File: src/rtl/hex_decoder_strobe.sv
// hex_decoder_strobe: buffers 4-bit codes in a small FIFO and scans them out as held one-hot strobes.
// Optional break-before-make zero cycle between strobes: define DECODER_GAP_EN.
//
// state | meaning
// IDLE  | no strobe, out=0; loads the next code when en and the FIFO is non-empty
// HOLD  | strobe driven; counter steps down once per enabled cycle, done at 0
// GAP   | (DECODER_GAP_EN only) one enabled zero cycle after a strobe, then IDLE load rules
module hex_decoder_strobe #(
  parameter int HOLD_CYCLES = 4,
  parameter int FIFO_DEPTH  = 4
) (
  input  logic                        clk,
  input  logic                        rst,
  input  logic [3:0]                  in_code,
  input  logic                        in_valid,
  output logic                        in_ready,
  input  logic                        en,
  output logic [15:0]                 out,
  output logic                        out_valid,
  output logic                        done,
  output logic [$clog2(FIFO_DEPTH):0] fifo_level
);

  localparam int AW = $clog2(FIFO_DEPTH);
  localparam int LW = AW + 1;
  localparam int CW = $clog2(HOLD_CYCLES + 1);
  localparam logic [CW-1:0] CNT_LOAD = CW'(HOLD_CYCLES - 1);
  localparam logic [LW-1:0] LVL_FULL = LW'(FIFO_DEPTH);

`ifdef DECODER_GAP_EN
  typedef enum logic [1:0] {IDLE, HOLD, GAP} state_t;
`else
  typedef enum logic [1:0] {IDLE, HOLD} state_t;
`endif

  state_t          state, state_nx;
  logic [CW-1:0]   cnt, cnt_nx;
  logic [15:0]     out_nx;
  logic [15:0]     load_out;

  logic [3:0]      mem [FIFO_DEPTH];
  logic [AW-1:0]   wr_ptr, rd_ptr;
  logic            push, pop, fifo_empty;

  // Full is judged on the registered level only, so a same-cycle pop never frees a slot early.
  assign in_ready   = (fifo_level != LVL_FULL);
  assign fifo_empty = (fifo_level == '0);
  assign push       = in_valid && in_ready;
  assign load_out   = 16'h0001 << mem[rd_ptr];

  always_ff @(posedge clk) begin
    if (rst) begin
      wr_ptr     <= '0;
      rd_ptr     <= '0;
      fifo_level <= '0;
    end else begin
      if (push) wr_ptr <= wr_ptr + AW'(1);
      if (pop)  rd_ptr <= rd_ptr + AW'(1);
      case ({push, pop})
        2'b10:   fifo_level <= fifo_level + LW'(1);
        2'b01:   fifo_level <= fifo_level - LW'(1);
        default: fifo_level <= fifo_level;
      endcase
    end
  end

  always_ff @(posedge clk) begin
    if (push) mem[wr_ptr] <= in_code;
  end

  always_ff @(posedge clk) begin
    if (rst) begin
      state <= IDLE;
      cnt   <= '0;
      out   <= '0;
    end else begin
      state <= state_nx;
      cnt   <= cnt_nx;
      out   <= out_nx;
    end
  end

  always_comb begin
    state_nx = state;
    cnt_nx   = cnt;
    out_nx   = out;
    pop      = 1'b0;
    done     = 1'b0;
    case (state)
      HOLD: begin
        if (en) begin
          if (cnt != '0) begin
            cnt_nx = cnt - CW'(1);
          end else begin
            done = 1'b1;
`ifdef DECODER_GAP_EN
            state_nx = GAP;
            out_nx   = '0;
`else
            if (!fifo_empty) begin
              pop      = 1'b1;
              state_nx = HOLD;
              cnt_nx   = CNT_LOAD;
              out_nx   = load_out;
            end else begin
              state_nx = IDLE;
              out_nx   = '0;
            end
`endif
          end
        end
      end
      default: begin
        // IDLE and GAP share the load rule; GAP only exists to force one zero cycle
        if (en) begin
          if (!fifo_empty) begin
            pop      = 1'b1;
            state_nx = HOLD;
            cnt_nx   = CNT_LOAD;
            out_nx   = load_out;
          end else begin
            state_nx = IDLE;
            out_nx   = '0;
          end
        end
      end
    endcase
  end

  assign out_valid = (state == HOLD);

endmodule

File: config.mk
export PLATFORM = sky130hd
export DESIGN_NAME = hex_decoder_strobe
export DESIGN_NICKNAME = d
export VERILOG_FILES = /design/src/rtl/hex_decoder_strobe.sv
export SDC_FILE = /design/constraint.sdc
export NUM_CORES = 1
export LEC_CHECK = 0
export ABC_CLOCK_PERIOD_IN_PS = 4950
export CORE_ASPECT_RATIO = 1.75
export CORE_MARGIN = 1
export CORE_UTILIZATION = 30
export CTS_CLUSTER_SIZE = 24
export DETAILED_ROUTE_END_ITERATION = 8
export GPL_TIMING_DRIVEN = 0
export PLACE_DENSITY = 0.58
export SLEW_MARGIN = 20
export SYNTH_ARGS = -nofsm -noshare
export SYNTH_HDL_FRONTEND = slang
export SYNTH_SLANG_ARGS = --single-unit
File: constraint.sdc
create_clock -name clk -period 4.95 [get_ports clk]
set_clock_uncertainty 0.05 [all_clocks]
set_input_delay 0.495 -clock clk [delete_from_list [all_inputs] [get_ports clk]]
set_output_delay 0.495 -clock clk [all_outputs]
set_load 0.01 [all_outputs]
==> summary.md <==
| Metric | Value |
|---|---|
| YS warnings | 0 |
| Detailed Routing Iterations Pass 1 | 5 |
| CTS tree | yes |
| Slew Viols, Final | 0 |
| Initial Util | 31.5% |
| Max IR drop VDD | 0.157 mV |
| Area contributors post-synth | dfxtp_1 (31%), edfxtp_1 (26%), ha_1 (4.7%) |
| Crit-path cells | clkdlybuf4s50_1, inv_1, a211oi_2, ha_1, inv_1, fa_1, xor2_1, or3_1, a21oi_1 |
| Drt drc | 0 |
| DR iter-0 viols | 35 |
| Worst hold path endpoint | out[12]$_SDFFE_PP0P_ |
| Ant diodes | 0 |
| Max incr delay on CP | 560 ps |
| # resized after CTS | 0 |
| GRT overflow | 0 |
| WL final | between 3 and 4 mm |
| Core ar. | a little under 6000 um2 |
| Slew @ Worst Pin | 521 ps |
| Initial antenna violation count | 0 |
| Critical Path Most Common Cell | inv_1 |
| Setup WS post-layout | ~2200 ps |
| Dpl hpwl | 2.55 mm |
| Share of the synthesized area in the top cell type | 31.1% |
| Clk buf depth | 2 |
| Rel. slew slack | between 60 and 70% |
| Via Count | 1211 |
| Synthesized area | 1870 um2 |
| Non-filler instance count after layout | around 260 |
| Post-CTS setup buffers | 0 |
| Unrepaired setup endpoints after global routing | false |
| Critical Path Sink Type | register |
| Crit Path Category | input pin to register |
| DIE WIDTH | 61.6 um |
| Critical path required time | 5130 ps |
| Port-buffer cells | 28 |
| Total CTS buffers | 5 |
| Post-layout nets | 200 |
| Worst path bufs/invs | 3 |
| Hold Startpoint | out[12]$_SDFFE_PP0P_ |
| Largest net degree at the start of global routing | 15 |
| Post-Route Setup TNS | 0 ps |
| Tcrit/Tclk final | 56.2% |
| Max Cap Viol | 0 |
| Lkg Pwr | 0.829 nW |
| Placement Rows | 37 |
| Die ar. | 6550 um2 |
| FF-to-FF path depth | 10 |
| Seq/Total Area, Yosys | between 50 and 60% |
| WHS | about 430 ps |
| Yosys cell types | 37 |
| Endpoints failing setup | 0 |
| Worst reg2reg startpoint | cnt[0]$_SDFFE_PP0P_ |
| GPL Wtd Cong | 0.720 |
| Inst Count DP | 255 |
| Max Freq | 0.360 GHz |
| H-tree depth | 2 |
| CTS Root Cell | clkbuf_8 |
| Worst min-delay path class | register to register |
| PD cells | 469 nW/um2 |
| Die H | 106 um |
| Layout cells sized above 1 | 11.9% |
| Fin crit period | ~2800 ps |
| Hold Crit Depth | 1 |
| Clk_lat worst skew | 290 ps |
| Synthesized Nets | 165 |
| Final Util | around 40% |
| CP startpoint kind | input pin |
| Antenna Nets Post-Route | 0 |
| Crit path max fanout | 7 |
| Synth Register Bits | 45 |
| Endpoints failing hold | 0 |
| Vias in the first global route | 1173 |
| # IOs | 30 |
| Slowest library cell on the worst path | clkdlybuf4s50_1 |
| Worst EP arrival | 2960 ps |
| Syn Inst Count | 149 |
| CTS Sinks | 45 |
| Layout area overhead | 26.4% |
| Worst reg2reg endpoint | fifo_level[2]$_SDFFE_PP0P_ |
| Delay-heaviest family, CP | buffers and inverters |
| Setup slack, reg-to-reg | 2190 ps |
| Run status | complete, no violations |
| Largest area contributor in the netlist | dfxtp_1 |
| Post-place setup slack | 1820 ps |
| Gr usage total | 11.4% |
| Syn Area/Cell | ~13 um2 |
| Post-CTS Hold Buffers | 0 |
| First-pass GRT wire length | 5.49 mm |
| WL/cell | 12.3 um |
| Reg clk slew, reported paths | 80 ps |
| Via density | 4.60 |
| # fillers | 612 |
[worst max path at each step]
stage	from	end	slack (ps)	cells after the start
after detailed placement	en	fifo_level[2]$_SDFFE_PP0P_	1820	9
final	en	fifo_level[2]$_SDFFE_PP0P_	2170	9
after global placement	en	fifo_level[2]$_SDFFE_PP0P_	1880	9
after floorplan	cnt[0]$_SDFFE_PP0P_	fifo_level[2]$_SDFFE_PP0P_	2420	10
after CTS	en	fifo_level[2]$_SDFFE_PP0P_	2140	9
after global routing	en	fifo_level[2]$_SDFFE_PP0P_	1980	9
[routing by layer]
layer / vias up / part of all wire [%] / track usage (%)
li1: 611 / - / -
met1: 574 / 37 / 12.7
met2: 21 / 58 / 19.7
met3: 5 / 2.6 / 2.19
met4: 0 / 2.3 / 5.71
met5: - / 0 / 0
[cell families (layout without fill, tap and decap cells)]
group,count (synthesis),in the layout,synth area share (%)
adders and majority gates,8,8,5.77
AOI/OAI and AO/OA,33,33,15.3
muxes,4,4,5.43
DFF,45,45,56.9
xor gates and xnor gates,5,5,2.35
and+or+nand+nor,40,40,11.5
buffers and inverters,14,50,2.82
[cell usage in the layout (no fill, tap or decap), types with 4 or more instances in the layout]
cell type	instances
o2bb2ai_1	7
clkdlybuf4s50_1	28
a22o_2	4
clkbuf_8	6
edfxtp_1	16
and3_1	4
a21oi_1	8
nand2_1	7
ha_1	7
dfxtp_1	29
inv_1	11
nor2_1	12
a22o_1	4
[registers in the layout, indices dropped and copies added (netlist names), named ones only]
signal,cells
mem,16
out,16
cnt,3
fifo_level,3
rd_ptr,2
wr_ptr,2
state,1
[power breakdown]
part           internal (mW)  leakage (nW)  switching, mW
Sequential             0.438         0.382         0.0485
Clock                  0.144        0.0556          0.119
Combinational          0.173         0.391          0.184
[cell type report]
class | instances | area, um2 | area share (%)
clock buffer | 7 | 108 | 4.56
timing repair buffer | 28 | 280 | 11.9
buffer | 3 | 11.3 | 0.477
tap | 78 | 97.6 | 4.14
sequential | 45 | 1060 | 45.0
clock inverter | 1 | 7.51 | 0.318
inverter | 11 | 41.3 | 1.75
multi-input combinational | 90 | 752 | 31.9
[worst register-to-register path, stage by stage, from the launching register on]
cell      delay (ps)
dfxtp_1          330
inv_1             80
ha_1             130
or2b_4           300
a211oi_2         510
ha_1             280
inv_1             60
fa_1             370
xor2_1           160
or3_1            300
a21oi_1          130
[metrics by stage]
stage	total power [mW]	instance area (um2)
after floorplan	0.747	1870
after global placement	0.852	2240
after detailed placement	0.858	2240
after CTS	1.12	2360
after global routing	1.19	2360
final	1.11	2360
[synth_stat cells]
library cell  number
nor2_1            12
nand2_1            7
a22o_2             4
a22o_1             4
nand2_2            1
dfxtp_1           29
or3_1              2
nor2b_1            1
fa_1               1
mux4_1             3
inv_1             11
a211oi_2           1
a21oi_1            8
or2b_4             1
a211oi_1           3
nand3b_1           1
a21bo_2            1
nand3_1            1
and2b_4            1
nand2b_1           2
and3_1             4
mux4_2             1
and3b_2            1
nor3_1             3
ha_1               7
a2111oi_4          1
o2bb2ai_1          7
or2_2              1
clkbuf_1           3
or3b_1             1
xor2_1             2
a31oi_1            1
and2_1             1
o21ai_0            2
a2bb2o_4           1
xnor2_1            3
edfxtp_1          16
Power figures use the tool's default switching activity.
